--- src/rtl/uart_fifo_bridge.sv ---
// Memory-mapped UART bridge: CPU mem_valid/mem_ready bus <-> byte-level uart core.
// TX FIFO drained by a kick/guard/wait FSM, RX FIFO filled from the core; DATA/STATUS selected by mem_addr[2].
module uart_fifo_bridge #(
  parameter int DEPTH = 8
) (
  input  logic        clk,
  input  logic        rst,
  input  logic        mem_valid,
  output logic        mem_ready,
  input  logic [31:0] mem_addr,
  input  logic [31:0] mem_wdata,
  input  logic [3:0]  mem_wstrb,
  output logic [31:0] mem_rdata,
  output logic        transmit,
  output logic [7:0]  tx_byte,
  input  logic        is_transmitting,
  input  logic        received,
  input  logic [7:0]  rx_byte,
  input  logic        recv_error
);
  localparam int AW = $clog2(DEPTH);
  localparam int PW = AW + 1;

  typedef enum logic {B_IDLE, B_RESP} bus_state_t;
  typedef enum logic [1:0] {T_IDLE, T_KICK, T_GUARD, T_WAIT} tx_state_t;

  bus_state_t    r_bus_state;
  tx_state_t     r_tx_state;
  logic [7:0]    r_tx_mem [DEPTH];
  logic [7:0]    r_rx_mem [DEPTH];
  logic [PW-1:0] r_tx_wptr, r_tx_rptr, r_rx_wptr, r_rx_rptr;
  logic          r_mem_ready;
  logic [31:0]   r_mem_rdata;
  logic          r_transmit;
  logic [7:0]    r_tx_byte;
  logic          r_rx_ovr, r_rx_err;

  logic        w_is_write, w_sel_status, w_accept;
  logic        w_tx_empty, w_tx_full, w_rx_empty, w_rx_full, w_tx_busy;
  logic        w_tx_push, w_tx_pop, w_rx_push, w_rx_pop;
  logic        w_clr_ovr, w_clr_err, w_set_ovr;
  logic [7:0]  w_tx_head, w_rx_head;
  logic [31:0] w_status, w_rd_data;
  logic        w_unused;

  assign w_unused = ^{mem_addr[31:3], mem_addr[1:0], mem_wdata[31:8]};

  // Full: same slot index, opposite lap bit. Empty: pointers identical.
  assign w_tx_empty = (r_tx_wptr == r_tx_rptr);
  assign w_tx_full  = (r_tx_wptr[AW-1:0] == r_tx_rptr[AW-1:0]) && (r_tx_wptr[AW] != r_tx_rptr[AW]);
  assign w_rx_empty = (r_rx_wptr == r_rx_rptr);
  assign w_rx_full  = (r_rx_wptr[AW-1:0] == r_rx_rptr[AW-1:0]) && (r_rx_wptr[AW] != r_rx_rptr[AW]);
  assign w_tx_head  = r_tx_mem[r_tx_rptr[AW-1:0]];
  assign w_rx_head  = r_rx_mem[r_rx_rptr[AW-1:0]];

  assign w_is_write   = |mem_wstrb;
  assign w_sel_status = mem_addr[2];
  assign w_accept     = (r_bus_state == B_IDLE) && mem_valid &&
                        !(w_is_write && !w_sel_status && w_tx_full);

  assign w_tx_push = w_accept && w_is_write && !w_sel_status;
  assign w_tx_pop  = (r_tx_state == T_KICK);
  assign w_rx_pop  = w_accept && !w_is_write && !w_sel_status && !w_rx_empty;
  assign w_rx_push = received && (!w_rx_full || w_rx_pop);
  assign w_set_ovr = received && w_rx_full && !w_rx_pop;
  assign w_clr_ovr = w_accept && w_is_write && w_sel_status && mem_wdata[3];
  assign w_clr_err = w_accept && w_is_write && w_sel_status && mem_wdata[4];

  assign w_tx_busy = !w_tx_empty || (r_tx_state != T_IDLE) || is_transmitting;
  assign w_status  = {27'h0, r_rx_err, r_rx_ovr, w_tx_full, w_tx_busy, !w_rx_empty};

  always_comb begin
    // NOTE: default assigned first so every path drives w_rd_data and no latch is inferred.
    w_rd_data = 32'h0;
    if (!w_is_write) begin
      if (w_sel_status)     w_rd_data = w_status;
      else if (!w_rx_empty) w_rd_data = {24'h0, w_rx_head};
    end
  end

  // NOTE: state is updated with non-blocking assignments so every block sees pre-edge values.
  always_ff @(posedge clk or posedge rst) begin
    if (rst) begin
      r_bus_state <= B_IDLE;
      r_mem_ready <= 1'b0;
      r_mem_rdata <= 32'h0;
    end else begin
      case (r_bus_state)
        B_IDLE: begin
          if (w_accept) begin
            r_bus_state <= B_RESP;
            r_mem_ready <= 1'b1;
            r_mem_rdata <= w_rd_data;
          end
        end
        B_RESP: begin
          r_bus_state <= B_IDLE;
          r_mem_ready <= 1'b0;
        end
        default: begin
          r_bus_state <= B_IDLE;
          r_mem_ready <= 1'b0;
        end
      endcase
    end
  end

  // The guard cycle covers the core raising is_transmitting one cycle after the kick.
  always_ff @(posedge clk or posedge rst) begin
    if (rst) begin
      r_tx_state <= T_IDLE;
      r_transmit <= 1'b0;
      r_tx_byte  <= 8'h0;
    end else begin
      r_transmit <= 1'b0;
      case (r_tx_state)
        T_IDLE: begin
          if (!w_tx_empty && !is_transmitting) begin
            r_tx_state <= T_KICK;
            r_transmit <= 1'b1;
            r_tx_byte  <= w_tx_head;
          end
        end
        T_KICK:  r_tx_state <= T_GUARD;
        T_GUARD: r_tx_state <= T_WAIT;
        T_WAIT:  if (!is_transmitting) r_tx_state <= T_IDLE;
        default: r_tx_state <= T_IDLE;
      endcase
    end
  end

  // NOTE: FIFO storage is not reset; the pointers alone define which entries are valid.
  always_ff @(posedge clk) begin
    if (w_tx_push) r_tx_mem[r_tx_wptr[AW-1:0]] <= mem_wdata[7:0];
    if (w_rx_push) r_rx_mem[r_rx_wptr[AW-1:0]] <= rx_byte;
  end

  always_ff @(posedge clk or posedge rst) begin
    if (rst) begin
      r_tx_wptr <= '0;
      r_tx_rptr <= '0;
      r_rx_wptr <= '0;
      r_rx_rptr <= '0;
    end else begin
      if (w_tx_push) r_tx_wptr <= r_tx_wptr + PW'(1);
      if (w_tx_pop)  r_tx_rptr <= r_tx_rptr + PW'(1);
      if (w_rx_push) r_rx_wptr <= r_rx_wptr + PW'(1);
      if (w_rx_pop)  r_rx_rptr <= r_rx_rptr + PW'(1);
    end
  end

  // A new error/overflow event in the same cycle as a clear leaves the flag set.
  always_ff @(posedge clk or posedge rst) begin
    if (rst) begin
      r_rx_ovr <= 1'b0;
      r_rx_err <= 1'b0;
    end else begin
      if (w_set_ovr)      r_rx_ovr <= 1'b1;
      else if (w_clr_ovr) r_rx_ovr <= 1'b0;
      if (recv_error)     r_rx_err <= 1'b1;
      else if (w_clr_err) r_rx_err <= 1'b0;
    end
  end

  assign mem_ready = r_mem_ready;
  assign mem_rdata = r_mem_rdata;
  assign transmit  = r_transmit;
  assign tx_byte   = r_tx_byte;

endmodule

--- config.mk ---
export PLATFORM = sky130hd
export DESIGN_NAME = uart_fifo_bridge
export DESIGN_NICKNAME = d
export VERILOG_FILES = /design/src/rtl/uart_fifo_bridge.sv
export SDC_FILE = /design/constraint.sdc
export NUM_CORES = 1
export LEC_CHECK = 0
export ABC_AREA = 1
export ABC_CLOCK_PERIOD_IN_PS = 3250
export CAP_MARGIN = 20
export CORE_MARGIN = 2
export CORE_UTILIZATION = 52
export CTS_BUF_LIST = sky130_fd_sc_hd__clkbuf_8
export DETAILED_ROUTE_END_ITERATION = 12
export GPL_TIMING_DRIVEN = 0
export MAX_ROUTING_LAYER = met4
export PLACE_DENSITY_LB_ADDON = 0.1
export SYNTH_ARGS = -nofsm -noshare
export SYNTH_HDL_FRONTEND = slang
export SYNTH_SLANG_ARGS = --single-unit
--- constraint.sdc ---
create_clock -name clk -period 3.25 [get_ports clk]
set_clock_uncertainty 0.2 [all_clocks]
set_input_delay 0.65 -clock clk [delete_from_list [all_inputs] [get_ports clk]]
set_output_delay 0.65 -clock clk [all_outputs]
set_load 0.01 [all_outputs]
* Word level (Yosys, flattened, before mapping)
Memories as Yosys holds them, arrays and structs flattened. A register that Yosys moved wholly into a read port is not among the register bits. Cells that the tools add are included. W data, S select, Z words.
Word-level totals: word-level logic and storage cells 87, bits in registers 55, memories kept 2, bits in writable memories 128
Memories:
- r_rx_mem | words 8, width 8, rd ports 1, clocked after Yosys merged registers in 0, wr ports 1, line 30 | logic [7:0] r_rx_mem [DEPTH];
- r_tx_mem | words 8, width 8, rd ports 1, clocked after Yosys merged registers in 1, wr ports 1, line 29 | logic [7:0] r_tx_mem [DEPTH];
Cells by class: eq/ne operators 12, bitwise logic cells 1, add/sub/neg operators 4, reductions and logical operators 37, multiplexer cells 20
Operators with widths (count):
- $mux W8 | 3
- $logic_and A1 B1 Y1 | 18
- $add A4 B1 Y4 const B | 4
- $mux W1 | 12
- $eq A4 B4 Y1 | 2
- $logic_not A1 Y1 | 8
- $pmux W2 S4 | 1
- $eq A3 B3 Y1 | 2
- $ne A2 B2 Y1 const B | 3
- $reduce_and A2 Y1 | 3
- $reduce_bool A2 Y1 | 3
- $eq A2 B2 Y1 const B | 2
- $mux W2 | 2
- $pmux W1 S2 | 2
- $reduce_or A4 Y1 | 1
- $logic_or A1 B1 Y1 | 3
- $eq A2 B1 Y1 const B | 1
- $logic_not A2 Y1 | 1
- $ne A1 B1 Y1 | 2
- $not A1 Y1 | 1

* Logic depth before layout (Yosys ltp)
Gate-level depths: netlist (run 1).
depth after elaboration 12, gate-level depth with buffers 11, gate-level depth less buffers 9

* Worst setup path before layout (run 1)
Ideal clock, no wire load.
kind input to register, start input port mem_wstrb[1], end memory r_tx_mem[6][0], enable pin, library setup time 395 ps, required time 2655 ps, setup slack 641 ps, stages 5, path buffers 1, arrival time 2015 ps, path through nor2_1 -> a21oi_1 -> nand3_2 -> buf_6 -> nor4_1
On the way: longest elaborated chain between the ends 9
Ends and longest elaborated chain:
- start: declaration | line 12 | input logic [3:0] mem_wstrb,
- $reduce_or A4 Y1 (*) | line 56 | assign w_is_write = |mem_wstrb;
- $logic_and A1 B1 Y1 (2 in a row) | line 59 | !(w_is_write && !w_sel_status && w_tx_full);
- $logic_not A1 Y1 | line 59
- $logic_and A1 B1 Y1 | line 58 | assign w_accept = (r_bus_state == B_IDLE) && mem_valid &&
- $logic_and A1 B1 Y1 (*) (2 in a row) | line 61 | assign w_tx_push = w_accept && w_is_write && !w_sel_status;
- $mux W1 (*) | line 134 | if (w_tx_push) r_tx_mem[r_tx_wptr[AW-1:0]] <= mem_wdata[7:0];
- $mux W1 (not written as such) (*) | line 134
- end: declaration | line 29
Every way passes the cells marked *; elsewhere a longest branch is shown, timed or not.

* Final worst setup path (run 1)
start input port mem_wstrb[1], end memory r_rx_mem[5][1], enable pin
On the way: longest elaborated chain between the ends 12
Ends and longest elaborated chain:
- $reduce_or A4 Y1 (*) | line 56
- $logic_and A1 B1 Y1 (2 in a row) | line 59
- $logic_not A1 Y1 | line 59
- $logic_and A1 B1 Y1 | line 58
- $logic_and A1 B1 Y1 (*) (3 in a row) | line 63 | assign w_rx_pop = w_accept && !w_is_write && !w_sel_status && !w_rx_empty;
- $logic_or A1 B1 Y1 (*) | line 64 | assign w_rx_push = received && (!w_rx_full || w_rx_pop);
- $logic_and A1 B1 Y1 (*) | line 64
- $mux W1 (*) | line 135 | if (w_rx_push) r_rx_mem[r_rx_wptr[AW-1:0]] <= rx_byte;
- $mux W1 (not written as such) (*) | line 135
- end: declaration | line 30
Marked as above.

==> results of run 1 <==
-- registers in the layout (all words and copies together), names as in the netlist --
register	cells
mem_ready	1
mem_rdata	8
r_rx_ovr	1
tx_byte	8
r_tx_wptr	4
r_rx_mem	64
transmit	1
r_bus_state	1
r_tx_mem	64
r_rx_wptr	4
r_rx_err	1
r_tx_state	2
r_rx_rptr	4
r_tx_rptr	4
-- layout by cell type, fill, tap and decap left out, types with 15 or more instances in the layout --
cell type / instances
inv_1: 25
edfxtp_1: 128
nand2_1: 128
o22ai_1: 28
clkdlybuf4s50_1: 44
nand3_1: 28
clkbuf_1: 15
buf_4: 36
nor2_1: 67
clkbuf_8: 17
conb_1: 24
dfrtp_1: 39
o21ai_0: 62
-- metrics by stage --
| stage | setup WS, ns | utilization [%] | cells | TNS [ns] |
|---|---|---|---|---|
| 2_1_floorplan | 0.641 | - | 656 | 0 |
| 3_3_place_gp | -0.494 | 59.2 | 876 | -21.51 |
| 3_5_place_dp | -0.111 | 59.8 | 883 | -2.67 |
| 4_1_cts | 0.385 | 62.7 | 915 | 0 |
| 5_1_grt | 0.172 | 62.7 | 915 | 0 |
| 6_report | 0.349 | 62.7 | 915 | 0 |
-- tightest hold or removal path: cells and delay by family, from the launching register on --
| family | cells | cell delay, ns |
|---|---|---|
| and+or+nand+nor | 2 | 0.10 |
| DFF | 1 | 0.35 |
-- cell type report --
class                      count  area (um^2)  share of cell area, %
buffer                        50          322                   3.84
clock buffer                  17          234                   2.80
clock inverter                15          153                   1.82
inverter                      34          135                   1.62
multi-input combinational    405         1990                   23.8
sequential                   167         4820                   57.6
tap                          176          220                   2.63
timing repair buffer          51          493                   5.89
-- power groups by stage --
stage | clock network [mW] | logic (mW) | registers [mW]
final | 1.46 | 2.38 | 2.82
after floorplan | 0 | 1.55 | 2.85
after detailed placement | 0 | 2.35 | 2.86
after global routing | 1.55 | 2.63 | 2.85
after global placement | 0 | 2.26 | 2.85
after CTS | 1.48 | 2.36 | 2.82
-- worst max path at each step --
stage,to,depth (start not counted)
after floorplan,r_tx_mem[6][0],5
after global placement,r_tx_mem[6][5],6
after detailed placement,r_rx_mem[5][7],9
after CTS,r_rx_mem[5][1],9
after global routing,r_rx_mem[5][1],9
final,r_rx_mem[5][1],9
-- routing by layer --
layer,track usage (%),part of all wire (%)
met1,32.6,46
met2,32.8,44
met3,5.36,8.5
met4,8.05,1.4
met5,-,0
-- cells by family (layout without fill, tap and decap cells) --
group                    after synthesis  in the layout  synth area share, %
AND/OR/NAND/NOR                      255            255                 15.1
buffers and inverters                 84            167                 6.38
XOR/XNOR                              10             10                 1.22
AO/OA/AOI/OAI                        108            108                 8.46
adder cells (fa/ha/maj)                8              8                 1.40
other                                  1             24               0.0524
flip-flops                           167            167                 67.3
==> metrics.yaml, run 1 <==
run_status:
  status: "complete, no violations"
die:
  num_rows: 42
  die_w_um: 121
  dieArea_um2: 14700
  design.core.area_um2: 13300
  die_y_um: 121
  io-pin-count: 124
  initial_core_util_pct: 53.6
yosys:
  synth-async-reset-ratio_pct: 23.4
  synth_seq_cells: 167
  synth_top_area_share_pct: 53.7
  yosysTopAreaCell: "edfxtp_1"
  seq_area_frac_synth_pct: 67.3
  netlist_area_um2: 7160
  avgSynthCellArea_um2: 11.3
  synthCells: 633
  ys_top_cells_by_area: "edfxtp_1 (54%), dfrtp_1 (14%), nand2_1 (6.7%)"
  synth_common_cells: "edfxtp_1 (128), nand2_1 (128), nor2_1 (67)"
  synth_edf_count: 128
  yosys_warnings: 0
  ys_types: 34
  synthFlopType: "edfxtp_1"
clocking:
  cts_num_sinks: 167
  ctsHoldBuffers: 0
  cts_tree: "done"
  h-tree-depth: 4
  cts_inserted_buffers: 17
  clockBufferDepth: 2
  postCtsResizedCells: 0
  clk_pin_slew_worst_paths_ns: 0.09
  cts_root_buffer: "clkbuf_8"
  postCtsSetupRepairBufs: 0
  clock_latency_ns: 0.46
place:
  placed_area_um2: 7980
  portBuffers: 44
  gp_congestion: 0.922
  post-dp-hpwl_um: 10600
power_and_ir_drop:
  switching_share_pct: 37.7
  internal_power_mw: 4.15
  p_switching_mw: 2.51
  leakagePower_nw: 3.24
  powerDensity_nw_per_um2: 796
  pwr-share-clk_pct: 21.9
  pwr-share-comb_pct: 35.8
  seq_power_share_pct: 42.3
  peakVddDrop_mv: 0.405
  total_power_mw: 6.66
routing:
  vias: 4867
  wl_um: 15700
  drtPass1Iterations: 6
  drc: 0
  first_iter_violations: 440
  viasPerCell: 5.32
  wl_per_cell_um: 17.2
  drtAntennaViolNets: 0
setup_path:
  r2r_slack_ns: 0.43
  slowest_stage: "nor3_1"
  cp_num_buf_inv: 3
  cpPeakStageDelay_ns: 0.67
  required_ns: 3.23
  r2r-start: "r_tx_rptr[1]"
  r2r_cells: 10
  cp.arrival_ns: 2.88
  critPathLaunchType: "input port"
  startpoint: "mem_wstrb[1]"
  r2r_end: "r_tx_mem[1][0]"
  path_class: "in2reg"
  end_kind: "register"
  path_delay_family: "simple AND/OR/NAND/NOR gates"
  crit_path_cell_trace: "clkdlybuf4s50_1 -> nor2_1 -> nand2_1 -> inv_1 -> nand4_1 -> nand3_2 -> nand2_2 -> nor3_1 -> buf_4"
  crit_fanout: 8
sta:
  finalHoldViolations: 0
  setup_viol: 0
  holdWs_ns: 0.282
  slew-limit-headroom_pct: 35.3
  drv_slew: 0
  period_needed_ns: 2.90
  worstMarginPinSlew_ns: 0.963
  fmax_mhz: 345
  rsz0062_at_grt: "no"
  layout_worst_path_cycle_share_pct: 89.3
run:
  drv_cap: 0
hold_path:
  min_from: "mem_ready"
  hp-class: "reg2reg"
  worstHoldPathCells: 2
  min_to: "mem_ready"
cells_and_area:
  fillerInstances: 1083
  area_growth_pct: 16.9
  layout.nets: 816
  layout-drive-gt1-share_pct: 13.5
  postLayoutCellArea_um2: 8360
  antenna_cells: 0
global_route:
  grtUsageTotal_pct: 23.0
  grt_pass1_vias: 4601
  grt_max_degree: 40
  grt_pass1_wl_um: 24100
  antenna_found_initial: 0
  overflow: 0
Note: power is estimated with default switching activity, not from simulation.
==> run 2: changes to the inputs <==
--- a/config.mk
+++ b/config.mk
@@ -12,6 +12,7 @@
 export CORE_UTILIZATION = 52
 export CTS_BUF_LIST = sky130_fd_sc_hd__clkbuf_8
 export DETAILED_ROUTE_END_ITERATION = 12
+export DONT_BUFFER_PORTS = 1
 export GPL_TIMING_DRIVEN = 0
 export MAX_ROUTING_LAYER = met4
 export PLACE_DENSITY_LB_ADDON = 0.1
==> run 2 against run 1 <==
Against the previous run: fmax up 6.9%; combinational power decreased by 8.4%; largest power group unchanged; cell count is 5.1% lower; non-clock buffer count fell by 46; die area stayed put.
==> metrics.yaml, run 2 (same netlist as run 1, synthesis figures left out) <==
sta:
  slew-limit-headroom_pct: 36.3
  finalHoldViolations: 0
  layout_worst_path_cycle_share_pct: 83.5
  setup_viol: 0
  period_needed_ns: 2.71
  worstMarginPinSlew_ns: 0.950
  rsz0062_at_grt: "no"
  tns_ns: 0
  drv_slew: 0
  fin_ws_ns: 0.537
  fmax_mhz: 369
global_route:
  antenna_found_initial: 0
  grt_pass1_vias: 4489
  grt_max_degree: 40
  grtUsageTotal_pct: 23.1
  grt_pass1_wl_um: 24100
  overflow: 0
routing:
  drtPass1Iterations: 5
  wl_per_cell_um: 18.2
  drc: 0
  vias: 4676
  wl_um: 15800
  viasPerCell: 5.39
  first_iter_violations: 424
  drtAntennaViolNets: 0
clocking:
  cts_root_buffer: "clkbuf_8"
  postCtsSetupRepairBufs: 0
  clock_latency_ns: 0.46
  h-tree-depth: 4
  cts_num_sinks: 167
  clk_pin_slew_worst_paths_ns: 0.08
  postCtsResizedCells: 0
  cts_tree: "done"
  clockBufferDepth: 2
  cts_inserted_buffers: 17
  ctsHoldBuffers: 0
die:
  io-pin-count: 124
  die_w_um: 121
  design.core.area_um2: 13300
  initial_core_util_pct: 53.6
  num_rows: 42
  die_y_um: 121
  dieArea_um2: 14700
setup_path:
  worst_path_most_repeated_cell: "buf_6"
  slowest_stage: "nor3_1"
  required_ns: 3.22
  r2r_end: "r_tx_mem[2][2]"
  path_class: "reg2reg"
  critPathLaunchType: "register"
  r2r_slack_ns: 0.54
  path_delay_family: "simple AND/OR/NAND/NOR gates"
  cp_num_buf_inv: 4
  cpPeakStageDelay_ns: 0.62
  end_kind: "register"
  r2r_cells: 10
  crit_fanout: 10
  r2r-start: "r_tx_rptr[1]"
  crit_path_cell_trace: "buf_6 -> inv_4 -> nand2_1 -> nand2_2 -> nor2_4 -> nand3_1 -> nand3_2 -> buf_6 -> nor3_1 -> buf_4"
  cp.arrival_ns: 2.68
power_and_ir_drop:
  peakVddDrop_mv: 0.316
  leakagePower_nw: 3.10
  powerDensity_nw_per_um2: 839
  total_power_mw: 6.69
cells_and_area:
  final_cell_mix: "nand2_1 (128), edfxtp_1 (128), nor2_1 (67), o21ai_0 (62), dfrtp_1 (39)"
  antenna_cells: 0
  layout-drive-gt1-share_pct: 14.2
  fillerInstances: 1109
  fin_util_pct: 59.7
  multi_input_area_um2: 2000
  area_growth_pct: 11.4
  seq_area_um2: 4820
  layout.nets: 770
run:
  drv_cap: 0
place:
  post-dp-hpwl_um: 10500
  pre_cts_ws_ns: 0.329
  gp_congestion: 0.900
  portBuffers: 0
hold_path:
  hp-class: "in2async"
run_status:
  status: "complete, no violations"
-- run 2: cell count changes in the layout (fill, tap and decap cells not counted), sizes merged --
cell	previous run	this run
clkdlybuf4s50	44	0
buf	42	40
inv	39	36
clkinvlp	4	0
clkinv	4	7
bufinv	2	5
-- run 2: metal layers --
layer	routed length [um]	part of all wire, %	track usage, %
met5	0	0	-
met4	147	0.93	6.47
met3	1400	8.9	7.24
met2	7170	45	33.3
met1	7060	45	31.8
-- run 2: layout make-up --
class | instances | area share [%]
Multi-Input combinational cell | 405 | 25.1
Tap cell | 176 | 2.76
Clock inverter | 14 | 2.59
Clock buffer | 17 | 2.93
Inverter | 34 | 1.69
Buffer | 50 | 4.03
Sequential cell | 167 | 60.5
Timing Repair Buffer | 5 | 0.471
-- run 2: how the worst max path moves through the flow --
stage,to,from,cells past startpoint
2_1_floorplan,r_tx_mem[6][0],mem_wstrb[1],5
3_3_place_gp,r_tx_mem[6][5],mem_wstrb[1],5
3_5_place_dp,r_rx_mem[5][2],mem_wstrb[0],8
6_report,r_tx_mem[2][2],r_tx_rptr[1],10
5_1_grt,r_tx_mem[2][1],r_tx_wptr[0],9
4_1_cts,r_tx_mem[4][6],r_tx_rptr[1],10
-- run 2: power breakdown --
group / leakage (nW) / total [mW] / switching (mW) / internal, mW
sequential: 1.63 / 2.86 / 0.213 / 2.64
clock: 0.226 / 1.65 / 0.746 / 0.906
combinational: 1.25 / 2.18 / 1.49 / 0.688
total: 3.10 / 6.69 / 2.45 / 4.24
-- run 2: stage by stage --
step	instance area [um^2]	cells	hold WS [ns]
after detailed placement	7530	837	0.273
after floorplan	7240	656	0.253
final	7970	868	0.0273
after CTS	7970	868	0.0372
after global routing	7970	868	0.0497
after global placement	7460	832	0.272
